<file path="config.mk">
export PLATFORM = sky130hd
export DESIGN_NAME = show_glyph_overlay
export DESIGN_NICKNAME = d
export VERILOG_FILES = /design/src/rtl/show_glyph_overlay.sv
export SDC_FILE = /design/constraint.sdc
export NUM_CORES = 1
export LEC_CHECK = 0
export ABC_AREA = 1
export BUFFER_PORTS_ARGS = -buffer_cell sky130_fd_sc_hd__buf_2
export CAP_MARGIN = 5
export CORE_MARGIN = 4
export CORE_UTILIZATION = 65
export DETAILED_ROUTE_END_ITERATION = 10
export PLACE_DENSITY_LB_ADDON = 0.05
export SLEW_MARGIN = 20
export SYNTH_ARGS = -nofsm -noshare
export SYNTH_HDL_FRONTEND = slang
export SYNTH_SLANG_ARGS = --single-unit
</file>
<file path="constraint.sdc">
create_clock -name sys_clk -period 7.6 [get_ports sys_clk]
set_clock_uncertainty 0.2 [all_clocks]
set_input_delay 0.38 -clock sys_clk [delete_from_list [all_inputs] [get_ports sys_clk]]
set_output_delay 0.38 -clock sys_clk [all_outputs]
set_load 0.01 [all_outputs]
</file>
<file path="src/rtl/show_glyph_overlay.sv">
// Purpose: stamps up to N_SLOT glyphs from an external 1-bit ROM onto an RGB888 pixel stream.
// Latency: 5 clocks from i_valid/i_data to o_valid/o_data. The ROM read sits in stages S3/S4.
// Backpressure: none. The pipeline moves every clock, and bubbles travel through as valid=0.
module show_glyph_overlay #(
  parameter int          P_W       = 12,
  parameter int          IMG_W     = 1024,
  parameter int          IMG_H     = 768,
  parameter int          N_SLOT    = 8,
  parameter int          GLYPH_W   = 32,
  parameter int          GLYPH_H   = 64,
  parameter int          GLYPH_NUM = 8,
  parameter logic [23:0] FG_COLOR  = 24'hFF0000,
  parameter logic [23:0] BG_COLOR  = 24'hFFFFFF
) (
  input  logic                                             sys_clk,
  input  logic                                             sys_rst_n,
  input  logic                                             i_valid,
  input  logic                                             i_sof,
  input  logic [23:0]                                      i_data,
  input  logic                                             cfg_we,
  input  logic [$clog2(N_SLOT)-1:0]                        cfg_slot,
  input  logic                                             cfg_en,
  input  logic                                             cfg_mode,
  input  logic [$clog2(GLYPH_NUM)-1:0]                     cfg_glyph,
  input  logic [P_W-1:0]                                   cfg_x,
  input  logic [P_W-1:0]                                   cfg_y,
  output logic [$clog2(GLYPH_NUM*GLYPH_W*GLYPH_H)-1:0]     o_rom_ad,
  input  logic                                             i_rom_bit,
  output logic                                             o_valid,
  output logic [23:0]                                      o_data
);
  localparam int GW = $clog2(GLYPH_NUM);
  localparam int XW = $clog2(GLYPH_W);
  localparam int YW = $clog2(GLYPH_H);
  localparam logic [P_W-1:0] X_LAST = P_W'(IMG_W - 1);
  localparam logic [P_W-1:0] Y_LAST = P_W'(IMG_H - 1);
  localparam logic [P_W:0]   GW_EXT = (P_W+1)'(GLYPH_W);
  localparam logic [P_W:0]   GH_EXT = (P_W+1)'(GLYPH_H);

  logic [P_W-1:0] x_cnt, y_cnt, px, py;
  logic           frame_bnd;

  logic [N_SLOT-1:0] sh_en, sh_mode, act_en, act_mode;
  logic [GW-1:0]     sh_glyph [N_SLOT];
  logic [GW-1:0]     act_glyph [N_SLOT];
  logic [P_W-1:0]    sh_x [N_SLOT];
  logic [P_W-1:0]    sh_y [N_SLOT];
  logic [P_W-1:0]    act_x [N_SLOT];
  logic [P_W-1:0]    act_y [N_SLOT];

  logic          hit, hit_mode;
  logic [GW-1:0] hit_glyph;
  logic [XW-1:0] hit_dx;
  logic [YW-1:0] hit_dy;

  logic          s1_vld, s1_hit, s1_mode;
  logic [23:0]   s1_dat;
  logic [GW-1:0] s1_glyph;
  logic [XW-1:0] s1_dx;
  logic [YW-1:0] s1_dy;
  logic          s2_vld, s2_hit, s2_mode;
  logic [23:0]   s2_dat;
  logic          s3_vld, s3_hit, s3_mode;
  logic [23:0]   s3_dat;
  logic          s4_vld, s4_hit, s4_mode;
  logic [23:0]   s4_dat;

  // A start-of-frame pixel is (0,0) no matter where the counters had got to.
  assign px        = i_sof ? '0 : x_cnt;
  assign py        = i_sof ? '0 : y_cnt;
  assign frame_bnd = i_valid && (i_sof || ((x_cnt == X_LAST) && (y_cnt == Y_LAST)));

  // Raster counters. They hold the position of the next valid pixel.
  always_ff @(posedge sys_clk or negedge sys_rst_n) begin
    if (!sys_rst_n) begin
      x_cnt <= '0;
      y_cnt <= '0;
    end else if (i_valid) begin
      if (i_sof) begin
        x_cnt <= P_W'(1);
        y_cnt <= '0;
      end else if (x_cnt == X_LAST) begin
        x_cnt <= '0;
        y_cnt <= (y_cnt == Y_LAST) ? '0 : y_cnt + 1'b1;
      end else begin
        x_cnt <= x_cnt + 1'b1;
      end
    end
  end

  // Shadow slot registers. Software writes these at any time.
  always_ff @(posedge sys_clk or negedge sys_rst_n) begin
    if (!sys_rst_n) begin
      sh_en   <= '0;
      sh_mode <= '0;
      for (int s = 0; s < N_SLOT; s++) begin
        sh_glyph[s] <= '0;
        sh_x[s]     <= '0;
        sh_y[s]     <= '0;
      end
    end else if (cfg_we) begin
      sh_en[cfg_slot]    <= cfg_en;
      sh_mode[cfg_slot]  <= cfg_mode;
      sh_glyph[cfg_slot] <= cfg_glyph;
      sh_x[cfg_slot]     <= cfg_x;
      sh_y[cfg_slot]     <= cfg_y;
    end
  end

  // Active slots copy the shadows at a frame boundary. The copy uses the pre-edge shadow
  // values, so a write on the boundary cycle waits for the next boundary.
  always_ff @(posedge sys_clk or negedge sys_rst_n) begin
    if (!sys_rst_n) begin
      act_en   <= '0;
      act_mode <= '0;
      for (int s = 0; s < N_SLOT; s++) begin
        act_glyph[s] <= '0;
        act_x[s]     <= '0;
        act_y[s]     <= '0;
      end
    end else if (frame_bnd) begin
      act_en    <= sh_en;
      act_mode  <= sh_mode;
      act_glyph <= sh_glyph;
      act_x     <= sh_x;
      act_y     <= sh_y;
    end
  end

  // Slot hit test. The loop scans downwards so the lowest-index hit is the one that
  // remains. Compares are one bit wider so a glyph near coordinate max cannot wrap to 0.
  always_comb begin
    hit       = 1'b0;
    hit_mode  = 1'b0;
    hit_glyph = '0;
    hit_dx    = '0;
    hit_dy    = '0;
    for (int s = N_SLOT - 1; s >= 0; s--) begin
      if (act_en[s] &&
          ({1'b0, px} >= {1'b0, act_x[s]}) && ({1'b0, px} < {1'b0, act_x[s]} + GW_EXT) &&
          ({1'b0, py} >= {1'b0, act_y[s]}) && ({1'b0, py} < {1'b0, act_y[s]} + GH_EXT)) begin
        hit       = 1'b1;
        hit_mode  = act_mode[s];
        hit_glyph = act_glyph[s];
        hit_dx    = XW'(px - act_x[s]);
        hit_dy    = YW'(py - act_y[s]);
      end
    end
  end

  // S1-S4: capture the hit result and form the ROM address. The flags and the pixel then
  // ride alongside the 2-cycle ROM read.
  always_ff @(posedge sys_clk or negedge sys_rst_n) begin
    if (!sys_rst_n) begin
      s1_vld <= 1'b0; s1_hit <= 1'b0; s1_mode <= 1'b0; s1_dat <= '0;
      s1_glyph <= '0; s1_dx <= '0; s1_dy <= '0;
      s2_vld <= 1'b0; s2_hit <= 1'b0; s2_mode <= 1'b0; s2_dat <= '0; o_rom_ad <= '0;
      s3_vld <= 1'b0; s3_hit <= 1'b0; s3_mode <= 1'b0; s3_dat <= '0;
      s4_vld <= 1'b0; s4_hit <= 1'b0; s4_mode <= 1'b0; s4_dat <= '0;
    end else begin
      s1_vld <= i_valid; s1_hit <= hit; s1_mode <= hit_mode; s1_dat <= i_data;
      s1_glyph <= hit_glyph; s1_dx <= hit_dx; s1_dy <= hit_dy;
      s2_vld <= s1_vld; s2_hit <= s1_hit; s2_mode <= s1_mode; s2_dat <= s1_dat;
      o_rom_ad <= s1_hit ? {s1_glyph, s1_dy, s1_dx} : '0;
      s3_vld <= s2_vld; s3_hit <= s2_hit; s3_mode <= s2_mode; s3_dat <= s2_dat;
      s4_vld <= s3_vld; s4_hit <= s3_hit; s4_mode <= s3_mode; s4_dat <= s3_dat;
    end
  end

  // S5: combine the pixel with the glyph bit. Stencil paints paper where the bit is clear,
  // and overlay paints ink where the bit is set.
  always_ff @(posedge sys_clk or negedge sys_rst_n) begin
    if (!sys_rst_n) begin
      o_valid <= 1'b0;
      o_data  <= '0;
    end else begin
      o_valid <= s4_vld;
      if (!s4_hit)
        o_data <= s4_dat;
      else if (s4_mode)
        o_data <= i_rom_bit ? FG_COLOR : s4_dat;
      else
        o_data <= i_rom_bit ? s4_dat : BG_COLOR;
    end
  end

endmodule

</file>
==> impl_metrics.ini <==
[die]
die_h_um = 236
start_util_pct = 65.7
dieArea_mm2 = 0.0556
rows = 83
core-area_mm2 = 0.0513
die_w_um = 236
io_pins = 101

[power_and_ir_drop]
max-vdd-ir-drop_v = 0.000221
leakage_uw = 0.0192
p_per_area_mw_per_mm2 = 268

[yosys]
async_flop_share_pct = 100
yosys.area.top_type = dfrtp_1
yosysTopAreaCellShare_pct = 48.2
synthCells = 3899
synthesis.area_mm2 = 0.0337
yosysUniqueCellTypes = 55
yosysMostFrequentCell = nand2_1
ys_seq_area_share_pct = 48.2
synth.top_cells.by_area = dfrtp_1 (48%), nand2_1 (12%), ha_1 (11%)
syn_nets = 4265
synth_ff_type = dfrtp_1
synth_edf_count = 0
ys_ff_latch = 649
ys.warnings.count = 0
avgSynthCellArea_um2 = 8.65
synthTopCellsByCount = nand2_1 (1043), dfrtp_1 (649), o21ai_0 (480)

[setup_path]
required_ps = 7890
r2r-start = y_cnt[2]$_DFFE_PN0P_
r2r_slack_ps = 3190
end_kind = flip-flop
worstSetupPathType = reg2reg
timing.rr.end = s1_dy[4]$_DFF_PN0_
crit_path_end = s1_dy[4]$_DFF_PN0_
crit_fanout = 23
critPathArrivalTime_ps = 4700
reg2reg_depth = 17
crit_start = y_cnt[2]$_DFFE_PN0P_
startpoint_type = flip-flop

[finish]
final_nets = 4394
stdcell_count = 4762
fillCellCount = 3890
area.growth.synth_to_final_pct = 12.0
fin_area_mm2 = 0.0378
drive_above_1_share_pct = 7.59
diodes = 0

[routing]
vias = 26596
drt_pass1_iterations = 7
drt_iter0_markers = 2196
wl_per_cell_um = 17.5
post-route-drc-count = 0
ant_nets = 0
viasPerCell = 5.59
wl_um = 83300

[clocking]
cts_root_buf = clkbuf_16
cts_max_level = 3
cts_setup_buffers = 0
cts_tree = done
clockBufferDepth = 3
clk_pin_slew_ps = 60
cts_inserted_buffers = 70
clock-sinks = 649
clkLatencyLatePin_ps = 620

[placed_design]
hpwl_um = 57100
dpl_cell_area_mm2 = 0.0348
gp_congestion = 0.951
placedCellCount = 4580
portBuffers = 100

[sta]
slew_headroom_pct = 27.0
fmax_mhz = 227
post-route-period-util_pct = 58.0
tightest_slew_ps = 1090
min_period_ps = 4410
hold_viol = 0
tns_ps = 0
rsz0062_at_grt = false
timing.final.max_slew_violations = 0
setup_viol = 0

[global_route]
grt_pass1_wl_um = 136000
track_usage_pct = 30.2
grt_overflow = 0
grt_max_degree = 180
grt_pass1_vias = 25808
antenna_found_initial = 0

[status]
status = finished, final reports clean

[worst_hold_path]
hp-class = reg2reg
holdPathStages = 0

[run]
maxCapViolCount = 0
[worst min path at each step]
stage	start	end	slack, ps
CTS	s4_vld$_DFF_PN0_	o_valid$_DFF_PN0_	130
global route	s4_vld$_DFF_PN0_	o_valid$_DFF_PN0_	150
detailed placement	s1_dat[5]$_DFF_PN0_	s2_dat[5]$_DFF_PN0_	130
global placement	s2_dat[22]$_DFF_PN0_	s3_dat[22]$_DFF_PN0_	130
floorplan	sys_rst_n	act_en[0]$_DFFE_PN0P_	-120
finish	s4_vld$_DFF_PN0_	o_valid$_DFF_PN0_	130
[sequential cells by signal (all words and copies together), names as in the netlist, 3 cells and up]
signal     cells
s3_dat        24
s1_dy          6
act_en         8
sh_glyph      24
sh_x          96
s4_dat        24
sh_y          96
s1_dx          5
s2_dat        24
sh_mode        8
y_cnt         12
x_cnt         12
o_rom_ad      14
act_glyph     24
o_data        24
act_mode       8
act_y         96
act_x         96
s1_glyph       3
s1_dat        24
sh_en          8
[repair_timing]
| item | 4_1_cts | 5_1_grt |
|---|---|---|
| endpoints found under the hold margin | 156 | 0 |
| hold buffers | 55 | 0 |
| gates resized for setup | 0 | 0 |
[cell usage in the layout (no fill, tap or decap), types with 7 or more instances in the layout]
master and instances:
nor3_1 55, nand3_1 142, clkinv_2 10, o211ai_1 7, a21oi_1 156, buf_2 99, inv_1 410, nand2_1 1036
o21ai_0 480, ha_1 288, o21a_1 9, clkbuf_16 70, nand4_1 40, dlygate4sd3_1 55, fa_1 16, or2_2 16
a211oi_1 19, dfrtp_1 649, clkbuf_8 18, nor2_1 210, o21bai_1 11, buf_4 27, xor2_1 84, nor4_1 7
xnor2_1 35, nand3b_1 9, clkbuf_1 9
[critical path: stages (launching register included)]
cell and delay (ps):
dfrtp_1 370, inv_1 70, nor2_1 690, ha_1 430
nand2_1 100, o21ai_0 180, nand3_1 130, nand3_1 80
nor2_1 430, nor2_1 130, nand3_2 410, clkinv_1 420
o21ai_0 250, nand2_1 80, nand3_1 120, nand2_1 70
nand2_1 60, o21ai_1 60
[cells by family after synthesis]
logic type               count (synthesis)  synth area share (%)
AO/OA/AOI/OAI                          711                  11.1
AND/OR/NAND/NOR                       1568                  19.6
adder cells (fa/ha/maj)                304                  11.6
XOR/XNOR                               119                  3.09
buffers and inverters                  548                  6.45
flip-flops                             649                  48.2
[final cells by class]
type                            count  area [um2]  area share (%)
Sequential cell                   649       16200            43.0
Multi-Input combinational cell   2702       15300            40.7
Clock buffer                       97        2030            5.38
Inverter                          419        1580            4.19
Timing Repair Buffer              186        1350            3.58
Tap cell                          680         851            2.25
Clock inverter                     29         352           0.931
[routing by layer]
metal	GRT usage, %	part of all wire (%)	wire length, um	vias up
li1	-	-	-	12952
met4	10.8	3.8	3140	0
met3	4.36	5.1	4280	189
met5	0	0	0	-
met2	50.3	48	40000	703
met1	40.9	43	36000	12752
[power breakdown]
group	internal, uW	switching (uW)
registers	4010	332
clock network	2060	1440
logic	845	1450
[per-stage QoR]
stage / hold slack [ps] / worst slack, ps / total power, uW / utilization, %
2_1_floorplan: -116 / 3940 / 5930 / -
3_3_place_gp: 131 / 2970 / 6550 / 67.8
3_5_place_dp: 135 / 2920 / 6610 / 67.8
4_1_cts: 134 / 3340 / 10200 / 73.5
5_1_grt: 150 / 2970 / 10700 / 73.6
6_report: 131 / 3190 / 10100 / 73.6
(Power assumes the default switching activity.)
